## src/rtl/clock_ctrl_pkg.sv

```systemverilog
// rtl/clock_ctrl_pkg.sv - shared mode encoding and helpers for the mm:ss clock controller
package clock_ctrl_pkg;

  typedef enum logic [1:0] {
    MODE_RUN     = 2'd0,
    MODE_SET_MIN = 2'd1,
    MODE_SET_SEC = 2'd2
  } mode_t;

  // Width of the auto-repeat hold counter
  localparam int unsigned HOLD_W = 32;

  function automatic logic is_set_mode(input mode_t m);
    return (m == MODE_SET_MIN) || (m == MODE_SET_SEC);
  endfunction

  // Mode button cycles RUN -> SET_MIN -> SET_SEC -> RUN
  function automatic mode_t next_mode(input mode_t m);
    case (m)
      MODE_RUN:     return MODE_SET_MIN;
      MODE_SET_MIN: return MODE_SET_SEC;
      default:      return MODE_RUN;
    endcase
  endfunction

endpackage

```

## src/rtl/clock_ctrl_tick_gen.sv

```systemverilog
// rtl/clock_ctrl_tick_gen.sv - prescaler producing a one-cycle tick every TICK_DIV clocks
module tick_gen #(
  parameter int unsigned TICK_DIV = 100_000_000
) (
  input  logic clk,
  input  logic rst,
  input  logic clr,
  output logic tick
);

  localparam int unsigned CNT_W = (TICK_DIV > 2) ? $clog2(TICK_DIV) : 1;
  localparam logic [CNT_W-1:0] LAST = CNT_W'(TICK_DIV - 1);

  logic [CNT_W-1:0] cnt_q, cnt_d;

  // tick is decoded from the terminal count so it lines up with the wrap
  assign tick = (cnt_q == LAST);

  // Next count: wrap at the terminal count, or restart from zero on clr
  always_comb begin
    cnt_d = cnt_q + CNT_W'(1);
    if (clr || tick) begin
      cnt_d = '0;
    end
  end

  // Prescaler register
  always_ff @(posedge clk) begin
    if (rst) begin
      cnt_q <= '0;
    end else begin
      cnt_q <= cnt_d;
    end
  end

endmodule

```

## src/rtl/clock_ctrl.sv

```systemverilog
// rtl/clock_ctrl.sv - run/set mode FSM, 1 Hz enable and carry gating; auto-repeat under CLOCK_CTRL_AUTOREPEAT_EN
module clock_ctrl
  import clock_ctrl_pkg::*;
#(
  parameter int unsigned TICK_DIV   = 100_000_000,
  parameter int unsigned RPT_DLY    = 50_000_000,
  parameter int unsigned RPT_PERIOD = 10_000_000
) (
  input  logic       clk,
  input  logic       rst,
  input  logic       btn_mode,
  input  logic       btn_set,
  input  logic       sec_co,
  input  logic       min_co,
  output logic       sec_en,
  output logic       sec_inc,
  output logic       min_en,
  output logic       min_inc,
  output logic       hour_en,
  output logic [1:0] mode,
  output logic       blink
);

  if (TICK_DIV < 2 || RPT_DLY < 1 || RPT_PERIOD < 1) begin : g_bad_params
    $error("clock_ctrl: TICK_DIV must be >= 2 and RPT_DLY/RPT_PERIOD >= 1");
  end

  mode_t state_q, state_d;
  logic  btn_mode_q, btn_mode_d;
  logic  btn_set_q, btn_set_d;
  logic  sec_en_q, sec_en_d;
  logic  sec_inc_q, sec_inc_d;
  logic  min_inc_q, min_inc_d;
  logic  blink_q, blink_d;
  logic  mode_edge, set_edge, tick, clr, fire;

  // The mode edge has priority, so a coincident set edge is dropped
  assign mode_edge = btn_mode & ~btn_mode_q;
  assign set_edge  = btn_set & ~btn_set_q & ~mode_edge;

  // Leaving SET_SEC restarts the second so the first one after setting is full length
  assign clr = mode_edge & (state_q == MODE_SET_SEC);

  tick_gen #(
    .TICK_DIV(TICK_DIV)
  ) u_tick_gen (
    .clk  (clk),
    .rst  (rst),
    .clr  (clr),
    .tick (tick)
  );

`ifdef CLOCK_CTRL_AUTOREPEAT_EN
  logic [HOLD_W-1:0] hold_q, hold_d;
  logic              held;

  // A hold only counts while setting and with no mode change this cycle
  assign held = btn_set & btn_set_q & ~mode_edge & is_set_mode(state_q);

  // Hold counter: first repeat at RPT_DLY, then fold back so repeats recur every RPT_PERIOD
  always_comb begin
    hold_d = '0;
    fire   = 1'b0;
    if (held) begin
      hold_d = hold_q + HOLD_W'(1);
      if (hold_d == HOLD_W'(RPT_DLY)) begin
        fire = 1'b1;
      end else if (hold_d == HOLD_W'(RPT_DLY + RPT_PERIOD)) begin
        fire   = 1'b1;
        hold_d = HOLD_W'(RPT_DLY);
      end
    end
  end

  // Hold counter register
  always_ff @(posedge clk) begin
    if (rst) begin
      hold_q <= '0;
    end else begin
      hold_q <= hold_d;
    end
  end
`else
  assign fire = 1'b0;
`endif

  // Next state and registered outputs of the mode FSM
  always_comb begin
    btn_mode_d = btn_mode;
    btn_set_d  = btn_set;
    state_d    = state_q;
    blink_d    = blink_q;
    sec_en_d   = tick & (state_q == MODE_RUN) & ~mode_edge;
    min_inc_d  = (state_q == MODE_SET_MIN) & (set_edge | fire);
    sec_inc_d  = (state_q == MODE_SET_SEC) & (set_edge | fire);
    if (is_set_mode(state_q) && tick) begin
      blink_d = ~blink_q;
    end
    if (mode_edge) begin
      state_d = next_mode(state_q);
      if (state_d == MODE_RUN) begin
        blink_d = 1'b0;
      end
    end
  end

  // FSM state, button history and registered outputs
  always_ff @(posedge clk) begin
    if (rst) begin
      state_q    <= MODE_RUN;
      btn_mode_q <= 1'b0;
      btn_set_q  <= 1'b0;
      sec_en_q   <= 1'b0;
      sec_inc_q  <= 1'b0;
      min_inc_q  <= 1'b0;
      blink_q    <= 1'b0;
    end else begin
      state_q    <= state_d;
      btn_mode_q <= btn_mode_d;
      btn_set_q  <= btn_set_d;
      sec_en_q   <= sec_en_d;
      sec_inc_q  <= sec_inc_d;
      min_inc_q  <= min_inc_d;
      blink_q    <= blink_d;
    end
  end

  assign sec_en  = sec_en_q;
  assign sec_inc = sec_inc_q;
  assign min_inc = min_inc_q;
  assign blink   = blink_q;
  assign mode    = state_q;
  assign min_en  = sec_co & (state_q == MODE_RUN);
  assign hour_en = min_co & (state_q == MODE_RUN);

endmodule

```

## config.mk

```make
export PLATFORM = sky130hd
export DESIGN_NAME = clock_ctrl
export DESIGN_NICKNAME = d
export VERILOG_FILES = /design/src/rtl/clock_ctrl_pkg.sv /design/src/rtl/clock_ctrl_tick_gen.sv /design/src/rtl/clock_ctrl.sv
export SDC_FILE = /design/constraint.sdc
export NUM_CORES = 1
export LEC_CHECK = 0
export ABC_CLOCK_PERIOD_IN_PS = 4300
export CORE_MARGIN = 2
export CORE_UTILIZATION = 45
export CTS_CLUSTER_DIAMETER = 60
export CTS_CLUSTER_SIZE = 14
export DETAILED_ROUTE_END_ITERATION = 8
export GPL_ROUTABILITY_DRIVEN = 0
export PLACE_DENSITY = 0.65
export SLEW_MARGIN = 10
export SYNTH_ARGS = -nofsm -noshare
export SYNTH_HDL_FRONTEND = slang
export SYNTH_SLANG_ARGS = --single-unit
```

## constraint.sdc

```tcl
create_clock -name clk -period 4.3 [get_ports clk]
set_clock_uncertainty 0.1 [all_clocks]
set_input_delay 0.645 -clock clk [delete_from_list [all_inputs] [get_ports clk]]
set_output_delay 0.645 -clock clk [all_outputs]
set_load 0.01 [all_outputs]
```

* Word level (Yosys, flattened, before mapping)
Index checks and enable logic that the tools add are counted.
** Storage, ports and cells
- Logic and storage cells :: 37
- Input port bits :: 6
- Output and inout bits :: 8
- Register bits after elaboration :: 35
** Operators by class
- Multiplexer cells :: 5
- Bitwise logic cells :: 14
- Add/subtract/negate cells :: 1
- Reductions and logical operators :: 6
- Equality and inequality tests :: 3
** Operators with widths (count)
- $add 27x1->27 const B :: 1
- $eq 27x27->1 const B :: 1
- $and 1x1->1 :: 10
- $logic_not 2->1 :: 2
- $not 1->1 :: 4
- $pmux 2 s2 :: 1
- $mux 1 :: 3
- $eq 2x1->1 const B :: 1
- $eq 2x2->1 const B :: 1
- $logic_or 1x1->1 :: 2
- $mux 2 :: 1
- $reduce_or 2->1 :: 1
- $logic_and 1x1->1 :: 1

* Logic depth before layout (Yosys ltp)
- Word-level depth :: 6
- Depth in mapped cells :: 7
- Mapped depth without buffers :: 6

* Cells and area by module
A second synthesis with hierarchy kept.
** Second synthesis, totals
- Cell total of the unflattened synthesis :: 191
- Area total of the unflattened synthesis :: 1779.2 µm²
** By module, submodules not included
- tick_gen :: cells an instance 157, times used 1, sequential area each 540.5 µm², area each 1410.1 µm²
- clock_ctrl :: cells an instance 34, times used 1, sequential area each 160.2 µm², area each 369.1 µm²

* Worst setup path before layout
Ideal clock, no wire load.
- Path type :: reg-to-reg
- From :: reg u_tick_gen.cnt_q[0]
- To :: reg u_tick_gen.cnt_q[18]
- Data arrival time :: 1640 ps
- Stages on the path, launching flop included :: 8
- Setup slack :: 2495 ps
- Clock period less this slack :: 1805 ps
- Data required time :: 4136 ps
- Cells stage by stage :: dfxtp_1 -> ha_1 -> nand4_2 -> or2_1 -> buf_2 -> or4_1 -> o211a_1 -> nor2_1
** Between the ends
- Cells in the longest elaborated chain, start to end :: 3
** RTL lines
- start, declared :: line clock_ctrl_tick_gen.sv:14 : logic [CNT_W-1:0] cnt_q, cnt_d;
- start signal, assigned :: line clock_ctrl_tick_gen.sv:32 : cnt_q <= cnt_d;
- branches (longest 3 deep; another with $add 27x1->27)
Parallel ways; which one is timed is not known.
A chain may end at the register's enable or synchronous reset.

* Worst setup path in the final report
- From :: in sec_co
- To :: out min_en
** Between the ends
- Cells in the longest elaborated chain, start to end :: 1
** RTL lines
- start, declared :: line clock_ctrl.sv:13 : input logic sec_co,
- $and 1x1->1 :: line clock_ctrl.sv:133 : assign min_en = sec_co & (state_q == MODE_RUN);
- end, declared :: line clock_ctrl.sv:17 : output logic min_en,
Every way passes these cells.

==> impl_metrics.json <==
{
  "rrSetupSlack_ps": 2300,
  "synth_nets": 194,
  "fin_setup_tns_ps": 0,
  "power_leakage_nw": 0.669,
  "reg2reg_depth": 6,
  "clk_pin_slew_worst_paths_ps": 110,
  "wl_um": 3150,
  "synth.most_common_cell": "nor2_1",
  "syn_inst": 183,
  "clock_latency_ps": 330,
  "worstMarginPinSlew_ps": 568,
  "rsz0062_at_grt": "no",
  "viasPerCell": 5.36,
  "cts_tree": "built",
  "ys_ff_latch": 35,
  "cts_hold_buf": 0,
  "drive_gt1_frac": 0.0647,
  "synthTopCellsByCount": "nor2_1 (36), dfxtp_1 (35), xor2_1 (15)",
  "synth.cell_area_um2": 1620,
  "antenna_cells": 0,
  "m1WireLength_um": 1430,
  "synthTopCellsByArea": "dfxtp_1 (43%), nor2_1 (8.3%), xor2_1 (8.1%), ha_1 (3.9%), nand3_1 (3.7%)",
  "die_y_um": 64.0,
  "ys_types": 38,
  "die-area_um2": 4100,
  "drv_slew": 0,
  "fin_nets": 211,
  "fin_util": 0.559,
  "die_x_um": 64.0,
  "rr_endpoint": "u_tick_gen.cnt_q[26]",
  "cts-root-buf": "clkbuf_4",
  "grt_pass1_wl_um": 5560,
  "fin_ws_ps": 1810,
  "yosys_most_used_dff": "dfxtp_1",
  "max_freq_mhz": 402,
  "core_area_um2": 3390,
  "start_util": 0.478,
  "ant_nets": 0,
  "yosysSeqAreaShare": 0.432,
  "vias": 1323,
  "overflow": 0,
  "hpwl_um": 2340,
  "outcome": "finished, final reports clean",
  "ios": 14,
  "grt_util_all_layers": 0.173,
  "pre_cts_slack_ps": 1810,
  "cp.required_ps": 3560,
  "slew_headroom": 0.618,
  "antenna_found_initial": 0,
  "wl_met3_um": 119,
  "min_period_over_period": 0.579,
  "dp.cells": 239,
  "drtIter0Drc": 40,
  "dr.pass1.iters": 4,
  "synth_largest_area_cell": "dfxtp_1",
  "placed_area_um2": 1790,
  "instances_no_fill": 247,
  "wl_per_cell_um": 12.7,
  "synth.top_cell.area_share": 0.432,
  "finalCriticalPeriod_ps": 2490,
  "syn_area_per_cell_um2": 8.86,
  "synthToLayoutAreaGrowth_pct": 16.8,
  "hp-start": "u_tick_gen.cnt_q[0]",
  "drc": 0,
  "r2r_start": "u_tick_gen.cnt_q[0]",
  "cp-end-kind": "output pin",
  "cts_max_path_buffers": 2,
  "cts_buffers": 5,
  "hold_path_end": "u_tick_gen.cnt_q[0]",
  "io_buffer_count": 13,
  "synth-edff-count": 0,
  "rows": 21,
  "crit_fanout": 1,
  "worst-setup-path-type": "in2out",
  "grt_max_degree": 19,
  "finalSetupViolations": 0,
  "post_cts_resized": 0,
  "max_cap_viol_count": 0,
  "fin_area_um2": 1890,
  "htreeDepth": 2,
  "grt_pass1_vias": 1306,
  "ir_drop_v": 0.000279,
  "power_density_nw_per_um2": 352,
  "synthArstFlopShare": 0,
  "yosysWarningCount": 0,
  "hold_viol": 0,
  "start_kind": "input port",
  "routed.top_layer": "met4",
  "worst-endpoint-arrival_ps": 1740,
  "min_path_cells": 1,
  "hold_path.class": "reg2reg",
  "dr_wl_met2_um": 1560,
  "cts_setup_buffers": 0,
  "cts.sinks": 35
}
[flip-flops by register name, indices dropped and copies added, names as in the netlist]
register / flops
min_inc: 1
sec_inc: 1
btn_set_q: 1
btn_mode_q: 1
blink: 1
sec_en: 1
u_tick_gen.cnt_q: 27
mode: 2
[metal layers]
layer / vias up / global-route usage
li1: 664 / -
met1: 631 / 0.192
met2: 21 / 0.309
met3: 7 / 0.0528
met4: 0 / 0.0625
met5: - / 0
[metrics by stage]
stage / hold WS [ps] / power, mW
2_1_floorplan: 341 / 0.369
3_3_place_gp: 366 / 0.385
3_5_place_dp: 376 / 0.386
4_1_cts: 405 / 0.675
5_1_grt: 435 / 0.695
6_report: 412 / 0.666
[logic make-up (layout without fill, tap and decap cells)]
kind of cell	after synthesis	in the layout	share of synthesized area
xor+xnor	21	21	0.113
compound gates	15	15	0.0640
fa+ha+maj	5	5	0.0386
simple gates	101	101	0.335
buf+inv	6	24	0.0170
flops	35	35	0.432
[where the power goes]
group / internal [mW] / total (mW) / switching, mW
clock network: 0.182 / 0.288 / 0.106
logic: 0.0205 / 0.0401 / 0.0196
registers: 0.331 / 0.338 / 0.00753
total: 0.533 / 0.666 / 0.133
[critical path, stage by stage]
cell             delay, ps
clkdlybuf4s50_1        450
and2_1                 120
clkdlybuf4s50_1        530
[worst max path at each step]
stage / endpoint / from / slack, ps
floorplan: u_tick_gen.cnt_q[18] / u_tick_gen.cnt_q[0] / 2500
global placement: min_en / sec_co / 1820
detailed placement: min_en / sec_co / 1810
CTS: min_en / sec_co / 1800
global route: hour_en / min_co / 1750
finish: min_en / sec_co / 1810
[area by class of cell]
class,count,area [µm²]
Tap cell,46,57.6
Fill cell,291,1500
Clock inverter,2,60.1
Inverter,3,11.3
Clock buffer,6,41.3
Multi-Input combinational cell,142,893
Timing Repair Buffer,13,130
Sequential cell,35,701
[placed cells by master (no fill, tap or decap), types with 2 or more instances in the layout]
cell	synthesis	routed
or2_1	2	2
and3_1	3	3
dfxtp_1	35	35
o21ai_0	3	3
and4_1	3	3
xnor2_1	6	6
clkbuf_4	0	5
ha_1	5	5
nand2_1	14	14
nor2b_1	3	3
nand4_1	8	8
nand3_1	12	12
clkdlybuf4s50_1	0	13
nor3_1	2	2
and2_1	5	5
nor2_1	36	36
nor4b_1	3	3
xor2_1	15	15
inv_1	3	3
a21oi_1	5	5
bufinv_16	0	2
No activity file was read; power rests on OpenSTA's default activity.
